==> src/rtl/gauss_frame_sequencer_if.sv <==
// gauss_frame_sequencer_if: upstream pixel, filter pipeline and downstream FIFO signals of the sequencer
interface gauss_frame_sequencer_if #(
  parameter int DATA_W = 8
);
  logic              valid;
  logic [DATA_W-1:0] din;
  logic              rd_en_down;
  logic [DATA_W-1:0] filt_din;
  logic              filt_en;
  logic              filt_rst;
  logic [DATA_W-1:0] filt_dout;
  logic              rd_en_up;
  logic [DATA_W-1:0] dout;
  logic              valid_out;
  logic              empty;
  logic              frame_done;
  modport master (
    output valid, din, filt_dout, rd_en_up,
    input  rd_en_down, filt_din, filt_en, filt_rst, dout, valid_out, empty, frame_done
  );
  modport slave (
    input  valid, din, filt_dout, rd_en_up,
    output rd_en_down, filt_din, filt_en, filt_rst, dout, valid_out, empty, frame_done
  );
endinterface

==> src/rtl/gauss_frame_sequencer.sv <==
// gauss_frame_sequencer: feeds a clock-enabled filter with padded rows and a frame flush, credit-gated into an output FIFO
module gauss_frame_sequencer #(
  parameter int DATA_W     = 8,
  parameter int IMG_W      = 400,
  parameter int IMG_H      = 300,
  parameter int ROW_PAD    = 2,
  parameter int FLUSH_LEN  = 804,
  parameter int FILT_LAT   = 804,
  parameter int FIFO_DEPTH = 16
) (
  input logic                    clk,
  input logic                    rst_n,
  gauss_frame_sequencer_if.slave bus
);
  localparam int AW = $clog2(FIFO_DEPTH);
  localparam int CW = $clog2(IMG_W);
  localparam int RW = (IMG_H > 1) ? $clog2(IMG_H) : 1;
  localparam int NW = $clog2(((ROW_PAD > FLUSH_LEN) ? ROW_PAD : FLUSH_LEN) + 1);
  localparam int PW = $clog2(FILT_LAT + 2);
  localparam logic [2:0] S_IDLE  = 3'd0;
  localparam logic [2:0] S_ROW   = 3'd1;
  localparam logic [2:0] S_PAD   = 3'd2;
  localparam logic [2:0] S_FLUSH = 3'd3;
  localparam logic [2:0] S_CLR   = 3'd4;
  logic [2:0]        r_state;
  logic [CW-1:0]     r_col;
  logic [RW-1:0]     r_row;
  logic [NW-1:0]     r_cnt;
  logic [PW-1:0]     r_prime;
  logic              r_wr_pend;
  logic [DATA_W-1:0] r_mem [FIFO_DEPTH];
  logic [AW-1:0]     r_wp;
  logic [AW-1:0]     r_rp;
  logic [AW:0]       r_count;
  logic [DATA_W-1:0] r_dout;
  logic              r_valid_out;
  logic [AW+1:0]     w_used;
  logic              w_adv;
  logic              w_in_row;
  logic              w_zero;
  logic              w_rd_en_down;
  logic              w_acc;
  logic              w_filt_en;
  logic              w_push;
  logic              w_pop;
  logic              w_col_last;
  logic              w_row_last;
  // An in-flight filter output still owns a FIFO slot even if it ends up discarded.
  assign w_used       = (AW+2)'(r_count) + (AW+2)'(r_wr_pend);
  assign w_adv        = w_used < (AW+2)'(FIFO_DEPTH);
  assign w_in_row     = (r_state == S_IDLE) || (r_state == S_ROW);
  assign w_zero       = (r_state == S_PAD) || (r_state == S_FLUSH);
  assign w_rd_en_down = w_in_row && w_adv;
  assign w_acc        = bus.valid && w_rd_en_down;
  assign w_filt_en    = w_in_row ? w_acc : (w_zero && w_adv);
  assign w_push       = r_wr_pend && (r_prime == PW'(FILT_LAT));
  assign w_pop        = bus.rd_en_up && (r_count != '0);
  assign w_col_last   = r_col == CW'(IMG_W - 1);
  assign w_row_last   = r_row == RW'(IMG_H - 1);
  assign bus.rd_en_down = w_rd_en_down;
  assign bus.filt_en    = w_filt_en;
  assign bus.filt_din   = w_acc ? bus.din : '0;
  assign bus.filt_rst   = r_state == S_CLR;
  assign bus.frame_done = r_state == S_CLR;
  assign bus.empty      = r_count == '0;
  assign bus.dout       = r_dout;
  assign bus.valid_out  = r_valid_out;
  always_ff @(posedge clk or negedge rst_n)
    if (!rst_n) begin
      r_state <= S_IDLE;
      r_col   <= '0;
      r_row   <= '0;
      r_cnt   <= '0;
    end else begin
      case (r_state)
        S_IDLE, S_ROW: if (w_acc) begin
          r_col   <= w_col_last ? '0 : r_col + 1'b1;
          r_state <= w_col_last ? S_PAD : S_ROW;
        end
        S_PAD: if (w_adv) begin
          r_cnt   <= (r_cnt == NW'(ROW_PAD - 1)) ? '0 : r_cnt + 1'b1;
          r_state <= (r_cnt != NW'(ROW_PAD - 1)) ? S_PAD : w_row_last ? S_FLUSH : S_ROW;
          r_row   <= (r_cnt == NW'(ROW_PAD - 1) && !w_row_last) ? r_row + 1'b1 : r_row;
        end
        S_FLUSH: if (w_adv) begin
          r_cnt   <= (r_cnt == NW'(FLUSH_LEN - 1)) ? '0 : r_cnt + 1'b1;
          r_state <= (r_cnt == NW'(FLUSH_LEN - 1)) ? S_CLR : S_FLUSH;
        end
        default: begin
          r_state <= S_IDLE;
          r_col   <= '0;
          r_row   <= '0;
        end
      endcase
    end
  always_ff @(posedge clk or negedge rst_n)
    if (!rst_n) begin
      r_wr_pend   <= 1'b0;
      r_prime     <= '0;
      r_wp        <= '0;
      r_rp        <= '0;
      r_count     <= '0;
      r_dout      <= '0;
      r_valid_out <= 1'b0;
    end else begin
      r_wr_pend   <= w_filt_en;
      r_prime     <= (r_state == S_CLR) ? '0 : (r_wr_pend && !w_push) ? r_prime + 1'b1 : r_prime;
      r_wp        <= w_push ? r_wp + 1'b1 : r_wp;
      r_rp        <= w_pop ? r_rp + 1'b1 : r_rp;
      r_dout      <= w_pop ? r_mem[r_rp] : r_dout;
      r_valid_out <= w_pop;
      r_count     <= r_count + (AW+1)'(w_push) - (AW+1)'(w_pop);
    end
  always_ff @(posedge clk)
    if (w_push) r_mem[r_wp] <= bus.filt_dout;
endmodule

==> src/flat_wrapper.sv <==
// flat-port wrapper written by rule: the top's interface ports become plain ports
module gauss_frame_sequencer_flat 
#(
  parameter int DATA_W     = 8,
  parameter int IMG_W      = 400,
  parameter int IMG_H      = 300,
  parameter int ROW_PAD    = 2,
  parameter int FLUSH_LEN  = 804,
  parameter int FILT_LAT   = 804,
  parameter int FIFO_DEPTH = 16
)
  (clk, rst_n, bus_valid, bus_din, bus_filt_dout, bus_rd_en_up, bus_rd_en_down, bus_filt_din, bus_filt_en, bus_filt_rst, bus_dout, bus_valid_out, bus_empty, bus_frame_done);
  gauss_frame_sequencer_if #(.DATA_W(DATA_W)) bus_i ();
  input logic clk;
  input logic rst_n;
  input wire logic [$bits(bus_i.valid)-1:0] bus_valid;
  input wire logic [$bits(bus_i.din)-1:0] bus_din;
  input wire logic [$bits(bus_i.filt_dout)-1:0] bus_filt_dout;
  input wire logic [$bits(bus_i.rd_en_up)-1:0] bus_rd_en_up;
  output wire logic [$bits(bus_i.rd_en_down)-1:0] bus_rd_en_down;
  output wire logic [$bits(bus_i.filt_din)-1:0] bus_filt_din;
  output wire logic [$bits(bus_i.filt_en)-1:0] bus_filt_en;
  output wire logic [$bits(bus_i.filt_rst)-1:0] bus_filt_rst;
  output wire logic [$bits(bus_i.dout)-1:0] bus_dout;
  output wire logic [$bits(bus_i.valid_out)-1:0] bus_valid_out;
  output wire logic [$bits(bus_i.empty)-1:0] bus_empty;
  output wire logic [$bits(bus_i.frame_done)-1:0] bus_frame_done;
  assign bus_i.valid = bus_valid;
  assign bus_i.din = bus_din;
  assign bus_i.filt_dout = bus_filt_dout;
  assign bus_i.rd_en_up = bus_rd_en_up;
  assign bus_rd_en_down = bus_i.rd_en_down;
  assign bus_filt_din = bus_i.filt_din;
  assign bus_filt_en = bus_i.filt_en;
  assign bus_filt_rst = bus_i.filt_rst;
  assign bus_dout = bus_i.dout;
  assign bus_valid_out = bus_i.valid_out;
  assign bus_empty = bus_i.empty;
  assign bus_frame_done = bus_i.frame_done;
  gauss_frame_sequencer #(.DATA_W(DATA_W), .IMG_W(IMG_W), .IMG_H(IMG_H), .ROW_PAD(ROW_PAD), .FLUSH_LEN(FLUSH_LEN), .FILT_LAT(FILT_LAT), .FIFO_DEPTH(FIFO_DEPTH)) u_core (.clk(clk), .rst_n(rst_n), .bus(bus_i));
endmodule
==> config.mk <==
export PLATFORM = sky130hd
export DESIGN_NAME = gauss_frame_sequencer_flat
export DESIGN_NICKNAME = d
export VERILOG_FILES = /design/src/rtl/gauss_frame_sequencer_if.sv /design/src/rtl/gauss_frame_sequencer.sv /design/src/flat_wrapper.sv
export SDC_FILE = /design/constraint.sdc
export NUM_CORES = 1
export LEC_CHECK = 0
export CORE_UTILIZATION = 42
export CTS_CLUSTER_DIAMETER = 200
export DETAILED_ROUTE_END_ITERATION = 10
export MAX_ROUTING_LAYER = met4
export PLACE_DENSITY = 0.69
export SETUP_SLACK_MARGIN = 0.05
export SLEW_MARGIN = 0
export SYNTH_ARGS = -nofsm -noshare
export SYNTH_HDL_FRONTEND = slang
export SYNTH_SLANG_ARGS = --single-unit
==> constraint.sdc <==
create_clock -name clk -period 2.6 [get_ports clk]
set_input_delay 0.39 -clock clk [delete_from_list [all_inputs] [get_ports clk]]
set_output_delay 0.39 -clock clk [all_outputs]
set_load 0.005 [all_outputs]
==> metrics.md <==
| Metric | Value |
|---|---|
| Outcome | finished clean |
| Final Instance Area | 10300 um2 |
| Ys async rst share | 33.3% |
| Worst path slowest cell | or3_4 |
| Top delay family on crit path | simple AND/OR/NAND/NOR gates |
| Die span in y | 145 um |
| Core area | 19700 um2 |
| Number of cell rows | 51 |
| Clk_lat worst skew | 0.43 ns |
| Setup repair after global routing missed its margin | true |
| HPWL after DPL | 11600 um |
| Cts bufs inserted | 17 |
| First-pass GRT wire length | 28400 um |
| Pleak | 3.89 nW |
| Port bufs | 41 |
| Initial Util | 43.3% |
| Area grow syn2layout | 20.6% |
| Routed len/inst | 18.3 um |
| Number of diodes | 0 |
| Top layer reached by signal wires | met4 |
| Sequential cell area fraction in the yosys report | 63.7% |
| Most used DFF post-synth | edfxtp_1 |
| Vias | 5255 |
| Fillers | 1617 |
| Nets@finish | 717 |
| Crit Path Category | register to output port |
| Non-filler cells in the finished layout | 954 |
| Synth unique cells | 58 |
| Critical Path Start | u_core.r_count[2]$_DFF_PN0_ |
| Pin count of the biggest net entering global routing | 42 |
| Simple-gate share of the synthesized area | 12.0% |
| Endpoints failing setup | 0 |
| Syn Area/Cell | 14.5 um2 |
| Worst Setup End Kind | output port |
| CTS tree | built |
| #FFs+latches synth | 192 |
| Most frequent CP cell | buf_6 |
| Die W | 145 um |
| Clock transition at the registers of the reported paths | 0.07 ns |
| FF+latch area | 5450 um2 |
| Tot Pwr | 9.62 mW |
| Met2 WL | 8770 um |
| WHS | 0.480 ns |
| Worst path bufs/invs | 3 |
| Max-slew headroom | 57.0% |
| Full die area | 20900 um2 |
| Number of global-route vias before repair | 5325 |
| Max-slew violation count | 0 |
| Worst setup SP type | register |
| CTS Root Cell | clkbuf_16 |
| CP required | 2.21 ns |
| Hold Path Class | input pin to async pin |
| Residual DRC count | 0 |
| Wl on met1 | 7620 um |
| Worst-path cell chain | buf_6 > ha_4 > a22oi_2 > or3_4 > and3_4 > buf_6 > a21o_1 > buf_2 |
| GRT Overall Usage | 18.8% |
| Multi-input gate area | 3040 um2 |
| Setup_tns | 0 ns |
| Post-Syn Nets | 629 |
| # IOs | 42 |
| Remaining global-route overflow | 0 |
| Worst-margin pin slew | 0.640 ns |
| Max cap viols | 0 |
| Delay of the slowest critical-path stage | 0.43 ns |
| Final Cycle Share | 100% |
| Total power per unit cell area | 933 nW/um2 |
| Largest family of logic cells by synthesized area | simple AND/OR/NAND/NOR gates |
| Final hold vios | 0 |
| Fraction of layout cells with a size suffix above 1 | 24.1% |
| Gpl congestion | 0.855 |
| DR vias/cell | 5.51 |
| Post-route minimum period | 2.60 ns |
| Clock Path Buffers | 2 |
| Initial drt markers | 455 |
| CTS Sinks | 192 |
| Yosys synthesis warning count | 0 |
| H-tree depth | 4 |
| Initial antenna violation count | 0 |
| FMAX | 385 MHz |
| First-pass DRT Iterations | 5 |
| Placed cell areas | 9470 um2 |
| Post-synthesis mux area share | 10.7% |
| Crit Reg-Reg Startpoint | u_core.r_count[2]$_DFF_PN0_ |
| Max Clock Skew | 0.00777 ns |
| Crit path arrival time | 2.21 ns |
| Compound-gate portion of the synthesized area | 4.96% |
| VDD IR max | 0.000422 V |
| Met3 WL post-DR | 835 um |
| Max FO, Critical Path | 5 |
| Synthesized cell area | 8540 um2 |
| Mapped Cells | 588 |
| Final WL | 17500 um |
| Post-Place Cells | 903 |
| Post-synthesis adder-cell area fraction | 3.16% |
| Post-Synth XOR/XNOR Area | 2.97% |
| EDFF count, synth | 128 |
| Antenna violation net count after detailed routing | 0 |
sequential cells by signal (all words and copies together), names as in the netlist, 4 cells and up:
register         cells
u_core.r_cnt        10
u_core.r_rp          4
u_core.r_wp          4
u_core.r_row         9
u_core.r_count       5
u_core.r_prime      10
u_core.r_mem       128
u_core.r_col         9
u_core.bus.dout      8
metrics by stage:
stage                     worst slack (ns)  util (%)
after floorplan                      0.140         -
after global placement               0.128      48.0
after detailed placement           -0.0432      48.0
after CTS                          -0.0643      51.7
after global routing               -0.0675      52.2
final                             0.000117      52.2
cell usage in the layout (no fill, tap or decap), types with 3 or more instances in the layout:
| master | netlist | routed |
|---|---|---|
| buf_2 | 7 | 4 |
| nand4_1 | 20 | 20 |
| nand2_1 | 24 | 24 |
| inv_2 | 0 | 3 |
| buf_4 | 2 | 43 |
| nor2b_1 | 4 | 4 |
| inv_1 | 27 | 22 |
| edfxtp_1 | 128 | 128 |
| a21oi_1 | 15 | 15 |
| mux2i_1 | 19 | 19 |
| ha_1 | 20 | 14 |
| nor3_1 | 8 | 8 |
| o22ai_1 | 12 | 12 |
| nand3_1 | 19 | 19 |
| ha_4 | 0 | 5 |
| a21o_1 | 10 | 10 |
| a31oi_1 | 4 | 4 |
| nor2_1 | 34 | 34 |
| and3_4 | 0 | 6 |
| o21ai_0 | 14 | 14 |
| dfrtp_1 | 64 | 62 |
| xor2_1 | 14 | 14 |
| nor4_1 | 8 | 6 |
| inv_8 | 0 | 4 |
| clkdlybuf4s50_1 | 0 | 30 |
| mux4_2 | 32 | 32 |
| o31ai_1 | 6 | 6 |
| xnor2_1 | 15 | 15 |
| clkbuf_16 | 0 | 17 |
| clkbuf_2 | 1 | 3 |
| inv_6 | 0 | 5 |
| buf_6 | 0 | 8 |
| and3_1 | 19 | 15 |
| and2_1 | 6 | 5 |
worst reg2reg max path: cells and delay by family (launching register included):
kind,cells,cell delay [ns]
adders and majority gates,4,0.79
xor gates and xnor gates,1,0.13
DFF,1,0.40
AOI/OAI and AO/OA,1,0.05
and+or+nand+nor,4,0.60
buffers and inverters,6,0.38
timing repair:
item	4_1_cts	5_1_grt
gates resized for setup	37	37
hold endpoints to repair	23	0
pin swaps	11	12
endpoints found under the setup margin	11	12
hold buffers	1	0
gates cloned	1	0
buffers inserted	12	5
routing by layer:
layer	vias to the layer above	GRT usage (%)
li1	2419	-
met2	136	30.0
met3	23	3.74
met1	2677	24.2
met4	0	5.98
met5	-	-
worst paths after layout:
path | end | slack, ns | cells past startpoint
hold / removal | u_core.r_cnt[8]$_DFFE_PN0P_ | 0.48 | 2
setup reg to reg | u_core.r_count[4]$_DFF_PN0_ | 0.13 | 16
max in group asynchronous | u_core.r_rp[0]$_DFFE_PN0P_ | 1.47 | 3
min in group clk | u_core.bus.dout[4]$_DFFE_PN0P_ | 0.48 | 1
setup / recovery | bus_filt_en | 0.0001 | 8
hold reg to reg | u_core.bus.dout[4]$_DFFE_PN0P_ | 0.48 | 1
power breakdown:
part	internal, mW	switching, mW
Combinational	1.68	1.55
Sequential	3.54	0.338
Clock	1.28	1.23
area by class of cell:
| class | count | area share [%] |
|---|---|---|
| tap | 265 | 3.22 |
| clock inverter | 15 | 1.40 |
| multi-input combinational | 345 | 29.5 |
| clock buffer | 17 | 4.13 |
| inverter | 28 | 1.07 |
| sequential | 192 | 52.9 |
| timing repair buffer | 92 | 7.85 |
kinds of logic after synthesis:
| group | Yosys count |
|---|---|
| compound gates | 68 |
| xor+xnor | 29 |
| fa+ha+maj | 21 |
| buf+inv | 52 |
| flops | 192 |
| mux | 51 |
| simple gates | 175 |
synth_stat cells (7+ instances only):
cell type,number,area (um2)
mux2i_1,19,190
ha_1,20,250
nand3_1,19,95.1
and3_1,19,119
nand4_1,20,125
xor2_1,14,123
nor2_1,34,128
o21ai_0,14,70.1
inv_1,27,101
edfxtp_1,128,3840
dfrtp_1,64,1600
nand2_1,24,90.1
o22ai_1,12,75.1
xnor2_1,15,131
clkbuf_1,12,45.0
mux4_2,32,721
a21o_1,10,75.1
a21oi_1,15,75.1
buf_2,7,35.0
nor3_1,8,40.0
nor4_1,8,50.1
(Power assumes the default switching activity.)
